--- config.mk ---
export PLATFORM = sky130hd
export DESIGN_NAME = instr_mem_responder
export DESIGN_NICKNAME = d
export VERILOG_FILES = /design/src/rtl/instr_mem_responder_pkg.sv /design/src/rtl/instr_mem_array.sv /design/src/rtl/instr_mem_responder.sv
export SDC_FILE = /design/constraint.sdc
export NUM_CORES = 2
export LEC_CHECK = 0
export BUFFER_PORTS_ARGS = -buffer_cell sky130_fd_sc_hd__buf_2
export CAP_MARGIN = 15
export CORE_ASPECT_RATIO = 0.7
export CORE_MARGIN = 2
export CORE_UTILIZATION = 31
export CTS_CLUSTER_SIZE = 14
export DETAILED_ROUTE_END_ITERATION = 7
export MAX_ROUTING_LAYER = met4
export PLACE_DENSITY = 0.47
export SLEW_MARGIN = 40
export SYNTH_ARGS = -nofsm -noshare
export SYNTH_HDL_FRONTEND = slang
export SYNTH_SLANG_ARGS = --single-unit
export TNS_END_PERCENT = 30
--- constraint.sdc ---
create_clock -name Clk -period 4.3 [get_ports Clk]
set_input_delay 0.645 -clock Clk [delete_from_list [all_inputs] [get_ports Clk]]
set_output_delay 0.645 -clock Clk [all_outputs]
set_load 0.01 [all_outputs]
--- src/rtl/instr_mem_responder_pkg.sv ---
// Shared definitions for the instruction-fetch responder: FSM states and
// interface width defaults common with the fetch stage.
package instr_mem_responder_pkg;

  localparam int unsigned ADDR_W_DEF   = 8;
  localparam int unsigned DATA_W_DEF   = 8;
  localparam int unsigned WAIT_MAX     = 15;
  localparam int unsigned WAIT_CNT_W   = 4;

  typedef enum logic [1:0] {
    IDLE = 2'd0,
    WAIT = 2'd1,
    RESP = 2'd2
  } state_e;

endpackage

--- src/rtl/instr_mem_array.sv ---
// Program storage: DEPTH x DATA_W words, one write port and one combinational
// read port with write-first bypass. Out-of-range reads return zero.
module instr_mem_array #(
  parameter int unsigned ADDR_W = 8,
  parameter int unsigned DATA_W = 8,
  parameter int unsigned DEPTH  = 256
) (
  input  logic              clk,
  input  logic              we,
  input  logic [ADDR_W-1:0] waddr,
  input  logic [DATA_W-1:0] wdata,
  input  logic [ADDR_W-1:0] raddr,
  output logic [DATA_W-1:0] rdata
);

  localparam int unsigned IDX_W = (DEPTH > 1) ? $clog2(DEPTH) : 1;
  localparam logic [ADDR_W:0] DEPTH_LIM = DEPTH[ADDR_W:0];

  logic [DATA_W-1:0] mem_q [DEPTH];
  logic              w_in_range;
  logic              r_in_range;

  assign w_in_range = {1'b0, waddr} < DEPTH_LIM;
  assign r_in_range = {1'b0, raddr} < DEPTH_LIM;

  always_ff @(posedge clk) begin
    if (we && w_in_range) begin
      mem_q[waddr[IDX_W-1:0]] <= wdata;
    end
  end

  always_comb begin
    rdata = '0;
    if (r_in_range) begin
      rdata = mem_q[raddr[IDX_W-1:0]];
      if (we && (waddr == raddr)) begin
        rdata = wdata;
      end
    end
  end

endmodule

--- src/rtl/instr_mem_responder.sv ---
// Instruction-fetch responder: accepts a PC, waits WAIT_CYCLES, then presents
// the stored instruction (or an out-of-range error) under valid/ready.
module instr_mem_responder
  import instr_mem_responder_pkg::*;
#(
  parameter int unsigned ADDR_W      = ADDR_W_DEF,
  parameter int unsigned DATA_W      = DATA_W_DEF,
  parameter int unsigned DEPTH       = 256,
  parameter int unsigned WAIT_CYCLES = 1
) (
  input  logic              Clk,
  input  logic              Reset,
  input  logic              req_valid,
  output logic              req_ready,
  input  logic [ADDR_W-1:0] req_addr,
  output logic              rsp_valid,
  input  logic              rsp_ready,
  output logic [DATA_W-1:0] rsp_data,
  output logic              rsp_err,
  input  logic              ld_en,
  input  logic [ADDR_W-1:0] ld_addr,
  input  logic [DATA_W-1:0] ld_data,
  output logic              busy
);

  if (WAIT_CYCLES > WAIT_MAX) begin : g_bad_wait
    $error("instr_mem_responder: WAIT_CYCLES must be 0..15");
  end
  if (DEPTH > (1 << ADDR_W)) begin : g_bad_depth
    $error("instr_mem_responder: DEPTH exceeds address space");
  end

  localparam logic [WAIT_CNT_W-1:0] WAIT_INIT = WAIT_CYCLES[WAIT_CNT_W-1:0];

  state_e                  state_q, state_d;
  logic [WAIT_CNT_W-1:0]   cnt_q, cnt_d;
  logic [ADDR_W-1:0]       addr_q, addr_d;
  logic [DATA_W-1:0]       rsp_data_q, rsp_data_d;
  logic                    rsp_err_q, rsp_err_d;
  logic [DATA_W-1:0]       mem_rdata;
  logic                    addr_err;

  instr_mem_array #(
    .ADDR_W (ADDR_W),
    .DATA_W (DATA_W),
    .DEPTH  (DEPTH)
  ) u_mem (
    .clk   (Clk),
    .we    (ld_en),
    .waddr (ld_addr),
    .wdata (ld_data),
    .raddr (addr_q),
    .rdata (mem_rdata)
  );

  assign addr_err = ({1'b0, addr_q} >= DEPTH[ADDR_W:0]);

  // Every request passes through WAIT (counter starts at WAIT_CYCLES and must
  // reach zero), so the response appears WAIT_CYCLES+1 edges after accept.
  always_comb begin
    state_d    = state_q;
    cnt_d      = cnt_q;
    addr_d     = addr_q;
    rsp_data_d = rsp_data_q;
    rsp_err_d  = rsp_err_q;
    req_ready  = 1'b0;
    rsp_valid  = 1'b0;
    unique case (state_q)
      IDLE: begin
        req_ready = 1'b1;
        if (req_valid) begin
          addr_d  = req_addr;
          cnt_d   = WAIT_INIT;
          state_d = WAIT;
        end
      end
      WAIT: begin
        if (cnt_q == '0) begin
          rsp_data_d = mem_rdata;
          rsp_err_d  = addr_err;
          state_d    = RESP;
        end else begin
          cnt_d = cnt_q - 1'b1;
        end
      end
      RESP: begin
        rsp_valid = 1'b1;
        if (rsp_ready) begin
          state_d = IDLE;
        end
      end
      default: state_d = IDLE;
    endcase
  end

  always_ff @(posedge Clk or negedge Reset) begin
    if (!Reset) begin
      state_q    <= IDLE;
      cnt_q      <= '0;
      addr_q     <= '0;
      rsp_data_q <= '0;
      rsp_err_q  <= 1'b0;
    end else begin
      state_q    <= state_d;
      cnt_q      <= cnt_d;
      addr_q     <= addr_d;
      rsp_data_q <= rsp_data_d;
      rsp_err_q  <= rsp_err_d;
    end
  end

  assign rsp_data = rsp_data_q;
  assign rsp_err  = rsp_err_q;
  assign busy     = (state_q != IDLE);

endmodule

==> implementation parameters <==
Parameter                              Value

Layout
  Number of nets at the end of the flow    4180
  Post-layout utilization of the core    0.3631
  FF+latch area    62070 um2
  Area Overhead vs Synth    16.31%
  Fill count    23750
  Fraction of final layout cells sized beyond drive strength 1    0.3045
  Multi-input logic area    17690 um2

Critical path
  Worst endpoint required time    4990 ps
  Type of destination of the critical path    flop
  Number of cells on the worst reg-to-reg path    9
  Max FO, Critical Path    29
  Type of the worst setup path    flop to flop
  Crit path arrival time    4550 ps
  Startpoint type of the worst setup path    flop

Place
  Port Buf Inserts    39
  Detail Placement HPWL    147100 um
  Routability congestion estimate    0.8289

Global route
  Number of antenna violations at the first check in global routing    18
  GRT Util Overall    0.1777
  Number of global-route vias before repair    39750
  Global-route wire length before repair    322500 um
  Final global-route overflow total    0
  Largest net degree at the start of global routing    123

Synthesis
  Proportion of synthesized chip area in sequential cells    0.7685
  Number of warnings printed during yosys synthesis    0
  Synth Area per Inst    21.48 um2
  Post-synthesis sequential element count    2070
  Number of synthesized flops with an enable pin    2048
  Most used flip-flop cell after synthesis    edfxtp_1
  Share of synthesized flip-flops with an asynchronous set or reset    0.01063
  Number of instances in the synthesized netlist    3759
  Cell area after synthesis    80740 um2
  Net count of the mapped netlist    3789
  Unique cell type count in the Yosys netlist    50

Power and ir drop
  Clk network pwr share    0.306
  Net Sw Frac    0.3081
  Power density over cell area    598.9 nW/um2
  Comb power frac    0.290
  Leakage power of the design    29.30 nW
  Net switching power    17.33 mW
  Internal power of the cells    38.91 mW
  Sequential share of power    0.404
  Worst voltage drop across the vdd grid    0.0003328 V

Clocking
  Root buffer selected by CTS    clkbuf_16
  Clock slew seen by the registers of the worst setup and hold paths    70 ps
  Clk sink count    2070
  H-Tree Depth    4
  Clock buffer depth    4
  Insertion delay to the later sink of the worst-skew pair    850 ps
  Number of buffers added by the clock tree synthesis step    201
  Post-cts sizing count    0
  CTS tree    built

Floorplanning
  DIE AREA    264600 um2
  Vertical die dimension    431.0 um
  Number of placed I/O pins    41
  Effective utilization at floorplan    0.3122
  Floorplan die width    614.0 um
  Standard-cell row count    156
  Total core area    258600 um2

Timing
  Final total negative setup slack    0 ps
  Maximum operating frequency    259.4 MHz
  Final Hold Violating Endpoints    0
  Shortest period the worst path allows    3855 ps
  Tcrit/Tclk final    0.8965
  Transition time at the pin with the least slew margin    910.5 ps
  Final setup violation count    0
  Tightest slew margin relative to the limit    0.3893
  Hold Slack    44.78 ps
  RSZ-0062 raised after global routing    no
  Final Slew Violations    0
  Worst clock skew on the final layout    41.45 ps

Status
  Run status    complete, no violations

Min path
  Hold path depth    2
  Hold WC Path Type    input port to flop

Drt
  Post-route DRC violation count    0
  Routed wire per std cell    29.54 um
  Number of nets with antenna violations after detailed routing    0
  Total detailed-routing wirelength    230100 um
  Routed vias    39910
  Vias per inst    5.122
  Drt initial violations    4891
  Length of the first detailed-routing pass in iterations    5

Job
  Reported max-cap violation count    0
## stage by stage
stage / setup slack [ps] / area [um2] / instances / total power [mW]
finish: 445.1 / 93900 / 7791 / 56.24
detailed placement: 445.2 / 87500 / 7417 / 39.58
CTS: 416.4 / 93720 / 7781 / 56.81
global route: 306.2 / 93900 / 7789 / 58.34
floorplan: 1694 / 80740 / 3759 / 33.15
global placement: 342.5 / 87380 / 7417 / 39.64
## state kept, by name, indices dropped and copies added (netlist names)
name / flops
cnt_q: 4
rsp_data: 8
addr_q: 8
state_q: 2
u_mem.mem_q: 2048
## cell usage after synthesis (all sizes together), types with 2 or more instances
library cell | n | area share
edfxtp | 2048 | 0.76
dfrtp | 22 | 0.0068
nand2b | 10 | 0.00077
o31ai | 3 | 0.00028
a2111oi | 4 | 0.00043
nor3 | 19 | 0.0012
inv | 16 | 0.00074
or2 | 3 | 0.00023
a22oi | 31 | 0.0029
mux2i | 147 | 0.018
mux4 | 528 | 0.15
nor3b | 2 | 0.00019
a21oi | 22 | 0.0014
o211a | 2 | 0.00025
and2 | 3 | 0.00023
xor2 | 8 | 0.00087
mux2 | 35 | 0.0049
nand4 | 21 | 0.0016
or3 | 8 | 0.00062
a32oi | 5 | 0.00054
xnor2 | 2 | 0.00022
nor2 | 287 | 0.013
buf | 114 | 0.0093
o22ai | 22 | 0.0017
nor2b | 34 | 0.0026
o211ai | 24 | 0.0022
nor4 | 11 | 0.00085
a31oi | 5 | 0.00039
a221oi | 7 | 0.00076
nand3 | 56 | 0.0035
o221ai | 6 | 0.00065
clkbuf | 108 | 0.0050
o21ai | 21 | 0.0013
a211oi | 13 | 0.0012
nand2 | 103 | 0.0048
## power groups by stage
stage | clock, mW | sequential, mW | combinational (mW)
final | 17.2 | 22.7 | 16.3
after global routing | 18.4 | 22.7 | 17.2
after CTS | 17.6 | 22.7 | 16.5
after detailed placement | 0 | 23.2 | 16.4
after global placement | 0 | 23.1 | 16.5
after floorplan | 0 | 22.8 | 10.3
## final timing paths
path / startpoint / slack [ps] / endpoint
max: addr_q[0] / 450 / rsp_data[3]
min: rsp_ready / 40 / state_q[1]
max reg2reg: addr_q[0] / 450 / rsp_data[3]
min reg2reg: cnt_q[0] / 500 / cnt_q[0]
max in group asynchronous: Reset / 3320 / addr_q[1]
min in group asynchronous: Reset / 400 / rsp_data[5]
## cells in the final DEF, fill, tap and decap left out, types with 15 or more instances in the layout
| master | netlist | routed |
|---|---|---|
| clkinv_1 | 0 | 54 |
| clkbuf_16 | 0 | 204 |
| mux2_2 | 35 | 35 |
| buf_12 | 0 | 30 |
| clkbuf_1 | 108 | 52 |
| buf_2 | 39 | 31 |
| nand4_1 | 21 | 21 |
| nor2_1 | 287 | 229 |
| nor3_1 | 19 | 18 |
| nor2_2 | 0 | 58 |
| dfrtp_1 | 22 | 17 |
| a22oi_1 | 31 | 31 |
| nor2b_1 | 34 | 34 |
| clkinv_2 | 0 | 23 |
| nand2_1 | 103 | 97 |
| edfxtp_1 | 2048 | 2048 |
| buf_4 | 51 | 335 |
| o22ai_1 | 22 | 22 |
| o211ai_1 | 24 | 24 |
| o21ai_0 | 20 | 20 |
| mux4_2 | 528 | 528 |
| a21oi_1 | 22 | 22 |
| inv_1 | 15 | 15 |
| mux2i_1 | 147 | 147 |
| nand3_1 | 56 | 47 |
## metal layers
metal	up-vias	track usage	wire [um]
met4	0	0.03372	4445
met5	-	-	0
met2	1423	0.2420	97270
li1	16440	-	-
met1	21760	0.2755	112300
met3	287	0.03347	16070
## critical path, stage by stage, from the launching register on
cell and delay (ps):
dfrtp_4 870, buf_12 380, buf_12 270, mux4_2 530
mux2i_1 380, a22oi_1 210, a21oi_1 400, nand2_1 100
a31oi_1 350, o21ai_0 130
## final cells by class
cell class / count / share of cell area
multi-input combinational: 1451 / 0.1883
clock inverter: 100 / 0.008767
inverter: 16 / 0.0006529
sequential: 2070 / 0.6610
timing repair buffer: 410 / 0.03749
clock buffer: 262 / 0.05732
tap: 3476 / 0.04632
antenna: 6 / 0.0001599
## repair_timing
action                                 in CTS  in global routing
hold buffers                                2                  0
endpoints found under the hold margin      23                  0
setup buffers                               0                  0
## cells by family (layout without fill, tap and decap cells)
kind of cell / count (synthesis) / in the layout / synth area share
XOR/XNOR: 10 / 10 / 0.001085
buffers and inverters: 238 / 788 / 0.01511
flip-flops: 2070 / 2070 / 0.7685
AND/OR/NAND/NOR: 560 / 560 / 0.03024
multiplexers: 710 / 710 / 0.1704
adder cells (fa/ha/maj): 1 / 1 / 0.0001549
AO/OA/AOI/OAI: 169 / 169 / 0.01443
other: 1 / 7 / 0.00004645
Power figures use the tool's default switching activity.
